**config.mk**
```make
export PLATFORM = sky130hd
export DESIGN_NAME = seg_scan_driver
export DESIGN_NICKNAME = d
export VERILOG_FILES = /design/src/rtl/seg_pkg.sv /design/src/rtl/seg_hex_decoder.sv /design/src/rtl/seg_scan_driver.sv
export SDC_FILE = /design/constraint.sdc
export NUM_CORES = 1
export LEC_CHECK = 0
export CAP_MARGIN = 20
export CORE_MARGIN = 1.5
export CORE_UTILIZATION = 39
export DETAILED_ROUTE_END_ITERATION = 7
export GPL_TIMING_DRIVEN = 0
export PLACE_DENSITY = 0.67
export SYNTH_ARGS = -nofsm -noshare
export SYNTH_HDL_FRONTEND = slang
export SYNTH_SLANG_ARGS = --single-unit
```
**constraint.sdc**
```tcl
create_clock -name Master_Clock_In -period 8.29 [get_ports Master_Clock_In]
set_clock_uncertainty 0.2 [all_clocks]
set_input_delay 1.2435 -clock Master_Clock_In [delete_from_list [all_inputs] [get_ports Master_Clock_In]]
set_output_delay 1.2435 -clock Master_Clock_In [all_outputs]
set_load 0.01 [all_outputs]
```
**src/rtl/seg_pkg.sv**
```systemverilog
// Shared seven-segment definitions: active-low glyphs in {a,b,c,d,e,f,g} order
// (bit 6 = a, bit 0 = g) plus the hex-to-segment lookup.
package seg_pkg;

    localparam int SEG_A_BIT = 6;
    localparam int SEG_B_BIT = 5;
    localparam int SEG_C_BIT = 4;
    localparam int SEG_D_BIT = 3;
    localparam int SEG_E_BIT = 2;
    localparam int SEG_F_BIT = 1;
    localparam int SEG_G_BIT = 0;

    localparam logic [6:0] SEG_HEX_0 = 7'b0000001;
    localparam logic [6:0] SEG_HEX_1 = 7'b1001111;
    localparam logic [6:0] SEG_HEX_2 = 7'b0010010;
    localparam logic [6:0] SEG_HEX_3 = 7'b0000110;
    localparam logic [6:0] SEG_HEX_4 = 7'b1001100;
    localparam logic [6:0] SEG_HEX_5 = 7'b0100100;
    localparam logic [6:0] SEG_HEX_6 = 7'b0100000;
    localparam logic [6:0] SEG_HEX_7 = 7'b0001111;
    localparam logic [6:0] SEG_HEX_8 = 7'b0000000;
    localparam logic [6:0] SEG_HEX_9 = 7'b0000100;
    localparam logic [6:0] SEG_HEX_A = 7'b0001000;
    localparam logic [6:0] SEG_HEX_B = 7'b1100000;
    localparam logic [6:0] SEG_HEX_C = 7'b0110001;
    localparam logic [6:0] SEG_HEX_D = 7'b1000010;
    localparam logic [6:0] SEG_HEX_E = 7'b0110000;
    localparam logic [6:0] SEG_HEX_F = 7'b0111000;
    localparam logic [6:0] SEG_BLANK = 7'b1111111;

    function automatic logic [6:0] hex_to_seg(input logic [3:0] value);
        logic [6:0] seg;
        seg = SEG_BLANK;
        case (value)
            4'h0: seg = SEG_HEX_0;
            4'h1: seg = SEG_HEX_1;
            4'h2: seg = SEG_HEX_2;
            4'h3: seg = SEG_HEX_3;
            4'h4: seg = SEG_HEX_4;
            4'h5: seg = SEG_HEX_5;
            4'h6: seg = SEG_HEX_6;
            4'h7: seg = SEG_HEX_7;
            4'h8: seg = SEG_HEX_8;
            4'h9: seg = SEG_HEX_9;
            4'hA: seg = SEG_HEX_A;
            4'hB: seg = SEG_HEX_B;
            4'hC: seg = SEG_HEX_C;
            4'hD: seg = SEG_HEX_D;
            4'hE: seg = SEG_HEX_E;
            default: seg = SEG_HEX_F;
        endcase
        return seg;
    endfunction

endpackage

```
**src/rtl/seg_hex_decoder.sv**
```systemverilog
// Registered hex nibble to active-low segment decode; blank forces all segments off.
module seg_hex_decoder
    import seg_pkg::*;
(
    input  logic       clk,
    input  logic       rst,
    input  logic [3:0] value,
    input  logic       blank,
    output logic [6:0] segments
);

    always_ff @(posedge clk or posedge rst) begin
        if (rst) begin
            segments <= SEG_BLANK;
        end else begin
            segments <= blank ? SEG_BLANK : hex_to_seg(value);
        end
    end

endmodule

```
**src/rtl/seg_scan_driver.sv**
```systemverilog
// Time-multiplexed seven-segment scanner with per-frame input snapshot,
// leading-zero blanking, anode dead-time and PWM brightness.
module seg_scan_driver
    import seg_pkg::*;
#(
    parameter int NUM_DIGITS    = 8,
    parameter int PRESCALE_BITS = 15,
    parameter int BRIGHT_BITS   = 3,
    parameter int DEAD_CYCLES   = 4
) (
    input  logic                      Master_Clock_In,
    input  logic                      Reset_In,
    input  logic [4*NUM_DIGITS-1:0]   Digits_In,
    input  logic [NUM_DIGITS-1:0]     Dp_In,
    input  logic [NUM_DIGITS-1:0]     Digit_En_In,
    input  logic                      Blank_Lead_In,
    input  logic [BRIGHT_BITS-1:0]    Brightness_In,
    output logic [6:0]                Segments_Out,
    output logic                      Dp_Out,
    output logic [NUM_DIGITS-1:0]     An_Out,
    output logic                      Frame_Tick_Out
);

    localparam int IDX_W = (NUM_DIGITS > 1) ? $clog2(NUM_DIGITS) : 1;
    localparam logic [IDX_W-1:0] LAST_IDX = IDX_W'(NUM_DIGITS - 1);

    logic [PRESCALE_BITS-1:0] prescale;
    logic [IDX_W-1:0]         index;
    logic                     slot_end;
    logic                     frame_wrap;

    logic [4*NUM_DIGITS-1:0]  snap_digits;
    logic [NUM_DIGITS-1:0]    snap_dp;
    logic [NUM_DIGITS-1:0]    snap_en;
    logic                     snap_blank_lead;
    logic [BRIGHT_BITS-1:0]   snap_bright;

    logic [NUM_DIGITS-1:0]    lead_zero;
    logic                     blank_run;
    logic [3:0]               cur_digit;
    logic                     cur_en;
    logic                     cur_dp;
    logic [BRIGHT_BITS-1:0]   pwm_phase;
    logic                     an_on;

    assign slot_end   = &prescale;
    assign frame_wrap = slot_end && (index == LAST_IDX);

    // Reset parks the scan on the last slot's final clock so release starts a frame.
    always_ff @(posedge Master_Clock_In or posedge Reset_In) begin
        if (Reset_In) begin
            prescale <= '1;
            index    <= LAST_IDX;
        end else begin
            prescale <= prescale + 1'b1;
            if (slot_end) begin
                index <= (index == LAST_IDX) ? '0 : index + 1'b1;
            end
        end
    end

    always_ff @(posedge Master_Clock_In or posedge Reset_In) begin
        if (Reset_In) begin
            snap_digits     <= '0;
            snap_dp         <= '0;
            snap_en         <= '0;
            snap_blank_lead <= 1'b0;
            snap_bright     <= '0;
        end else if (frame_wrap) begin
            snap_digits     <= Digits_In;
            snap_dp         <= Dp_In;
            snap_en         <= Digit_En_In;
            snap_blank_lead <= Blank_Lead_In;
            snap_bright     <= Brightness_In;
        end
    end

    // Blanking runs from the leftmost digit down until a shown value or a point appears.
    always_comb begin
        lead_zero = '0;
        blank_run = snap_blank_lead;
        for (int i = NUM_DIGITS - 1; i >= 0; i--) begin
            blank_run = blank_run
                      && ((snap_digits[4*i +: 4] == 4'h0) || !snap_en[i])
                      && !snap_dp[i];
            lead_zero[i] = blank_run;
        end
        lead_zero[0] = 1'b0;
    end

    assign cur_digit = snap_digits[{index, 2'b00} +: 4];
    assign cur_en    = snap_en[index];
    assign cur_dp    = snap_dp[index];
    assign pwm_phase = prescale[PRESCALE_BITS-1 -: BRIGHT_BITS];
    assign an_on     = cur_en
                     && (prescale >= PRESCALE_BITS'(DEAD_CYCLES))
                     && (pwm_phase <= snap_bright);

    always_ff @(posedge Master_Clock_In or posedge Reset_In) begin
        if (Reset_In) begin
            An_Out         <= '1;
            Dp_Out         <= 1'b1;
            Frame_Tick_Out <= 1'b0;
        end else begin
            An_Out         <= an_on ? ~(NUM_DIGITS'(1) << index) : '1;
            Dp_Out         <= ~(cur_en && cur_dp);
            Frame_Tick_Out <= frame_wrap;
        end
    end

    seg_hex_decoder u_decoder (
        .clk      (Master_Clock_In),
        .rst      (Reset_In),
        .value    (cur_digit),
        .blank    (lead_zero[index] || !cur_en),
        .segments (Segments_Out)
    );

endmodule

```
==> results_dict.tcl <==
set metrics [dict create \
    critical_path.max_fanout 10 \
    rsz0062_at_grt "no" \
    grt_max_degree 67 \
    regArea_mm2 0.00222 \
    hold_path.class "reg -> reg" \
    cts_tree "built" \
    holdWs_ns 0.284 \
    placed_cell_area_mm2 0.00538 \
    place_inst 527 \
    holdPathStages 1 \
    drive_above_1_share 0.320 \
    final_max_slew_viol_count 0 \
    port-buffer-count 70 \
    layout.nets 469 \
    period_minus_slack_ns 3.37 \
    setup_viol 0 \
    path_clk_slew_ns 0.06 \
    path_cells "buf_4 -> buf_4 -> mux2i_1 -> o22ai_1 -> a221oi_1 -> inv_1 -> ha_1 -> a2111oi_0 -> o21ai_0" \
    io_pins 71 \
    met1_usage 0.256 \
    status "complete, no violations" \
    syn_to_final_growth_pct 27.3 \
    gr-usage-all-layers 0.174 \
    peakVddDrop_mv 0.0784 \
    multi_input_area_mm2 0.00204 \
    vias 2831 \
    final_common_cell "clkdlybuf4s50_1" \
    antenna_found_initial 0 \
    h-tree-depth 3 \
    ys_ff_latch 87 \
    rows 38 \
    grt.busiest_layer "met1" \
    worstPathArrival_ns 3.39 \
    final_util 0.517 \
    clock_latency_ns 0.34 \
    use_met3 0.0417 \
    netlist_instances 316 \
    yosysUniqueCellTypes 54 \
    stdcell_area_mm2 0.00570 \
    cts.sinks 87 \
    finalHoldViolations 0 \
    via_per_inst 5.21 \
    slowest_stage "a221oi_1" \
    avgSynthCellArea_um2 14.2 \
    required_ns 8.32 \
    cts_setup_buffers 0 \
    dieArea_mm2 0.0121 \
    synth_edf_count 0 \
    drt_iter0_markers 159 \
    hold_buffers 0 \
    cap_violations 0 \
    finalCritPeriodShare 0.406 \
    powerDensity_mw_per_mm2 171 \
    clockBufferDepth 2 \
    startpoint_type "flip-flop" \
    hpwlAfterDp_um 7080 \
    postCtsResizedCells 0 \
    dp_slack_ns 4.93 \
    rrSetupSlack_ns 4.92 \
    grt_use_met2 0.254 \
    ant_nets 0 \
    wl_per_cell_um 17.8 \
    wl_um 9690 \
    rr_endpoint "u_decoder.segments[3]" \
    die_h_um 110 \
    fillers 951 \
    setup_ws_ns 4.92 \
    syn_nets 387 \
    yosysWarnings 0 \
    tns_ns 0 \
    min-delay-start "prescale[0]" \
    power.leakage_nw 2.53 \
    yosys.area.top_type_share 0.296 \
    worstRegToRegCells 9 \
    hold_end "prescale[0]" \
    stdcell_count 543 \
    grt_pass1_wl_um 15700 \
    drtPass1Iterations 4 \
    regToRegStartpoint "index[0]" \
    layout_common_cells "clkdlybuf4s50_1, dfrtp_1, mux2_4, dfstp_2, ha_1" \
    die-width_um 110 \
    core_area_mm2 0.0110 \
    n_antenna_cell 0 \
    yosys.area.top_type "dfrtp_1" \
    place_congestion 0.814 \
    synthesis.area_mm2 0.00448 \
    cp-end-kind "flip-flop" \
    synth.area.top_cells "dfrtp_1, dfstp_2, mux2_4" \
    tightestPinTransition_ns 0.971 \
    cts_root_buf "clkbuf_16" \
    grt_overflow 0 \
    cpMostUsedCell "buf_4" \
    max_freq_mhz 297 \
    cp_slowest_stage_delay_ns 0.73 \
    path_class "reg -> reg" \
    critPathBufInv 3 \
    cts_made_buffers 9 \
    yosysSeqAreaShare 0.496 \
    power_uw 977 \
    cp_top_family "compound AO/OA/AOI/OAI gates" \
    route.detailed.drc 0 \
    ys.flop_type "dfrtp_1" \
    slew_headroom 0.348 \
    async_flop_share 1.00 \
    grt_pass1_vias 2885 \
    start_util 0.406 \
]
metal layers:
layer,share of wire,wire length (µm)
met1,0.48,4630
met5,0,0
met4,0.011,103
met2,0.45,4320
met3,0.065,634
synthesized netlist by cell type (5+ instances only):
cell       n
nand2_1   14
dfrtp_1   53
mux2i_1   10
inv_1     17
mux4_2     7
dfstp_2   34
o21ai_0    5
o221ai_1   5
buf_12     5
mux2_2     7
ha_1      17
xnor2_1   10
nand3_1   12
mux2_4    50
registers in the layout, summed over array words and instances (netlist names):
name / count
An_Out: 8
Dp_Out: 1
Frame_Tick_Out: 1
index: 3
prescale: 15
snap_blank_lead: 1
snap_bright: 3
snap_digits: 32
snap_dp: 8
snap_en: 8
u_decoder.segments: 7
power by group:
group	switching (mW)	total (mW)	internal (mW)	leakage [nW]
Clock	0.160	0.432	0.271	0.157
Combinational	0.0321	0.0884	0.0562	1.40
Sequential	0.0126	0.456	0.444	0.975
final cells by class:
cell class | instances | area share
flip-flops and latches | 87 | 0.389
well taps | 140 | 0.0307
plain buffers | 11 | 0.0263
clock inverters | 4 | 0.0123
repair buffers | 71 | 0.128
multi-input cells | 200 | 0.358
inverters | 18 | 0.0123
clock buffers | 12 | 0.0432
kinds of logic (layout without fill, tap and decap cells):
family,Yosys count,after routing,share of synthesized area
flops,87,87,0.496
mux,74,74,0.243
simple gates,54,54,0.0687
compound gates,42,42,0.0712
buf+inv,29,116,0.0486
fa+ha+maj,17,17,0.0475
xor+xnor,13,13,0.0254
how the worst max path moves through the flow:
| stage | startpoint | endpoint | slack [ns] | cells past startpoint |
|---|---|---|---|---|
| 6_report | index[0] | u_decoder.segments[3] | 4.92 | 9 |
| 5_1_grt | index[0] | u_decoder.segments[3] | 4.67 | 9 |
| 4_1_cts | index[1] | u_decoder.segments[3] | 4.91 | 8 |
| 3_5_place_dp | index[1] | u_decoder.segments[3] | 4.93 | 8 |
| 3_3_place_gp | Reset_In | snap_digits[23] | 3.28 | 2 |
| 2_1_floorplan | Reset_In | Frame_Tick_Out | 4.65 | 1 |
(Power assumes the default switching activity.)
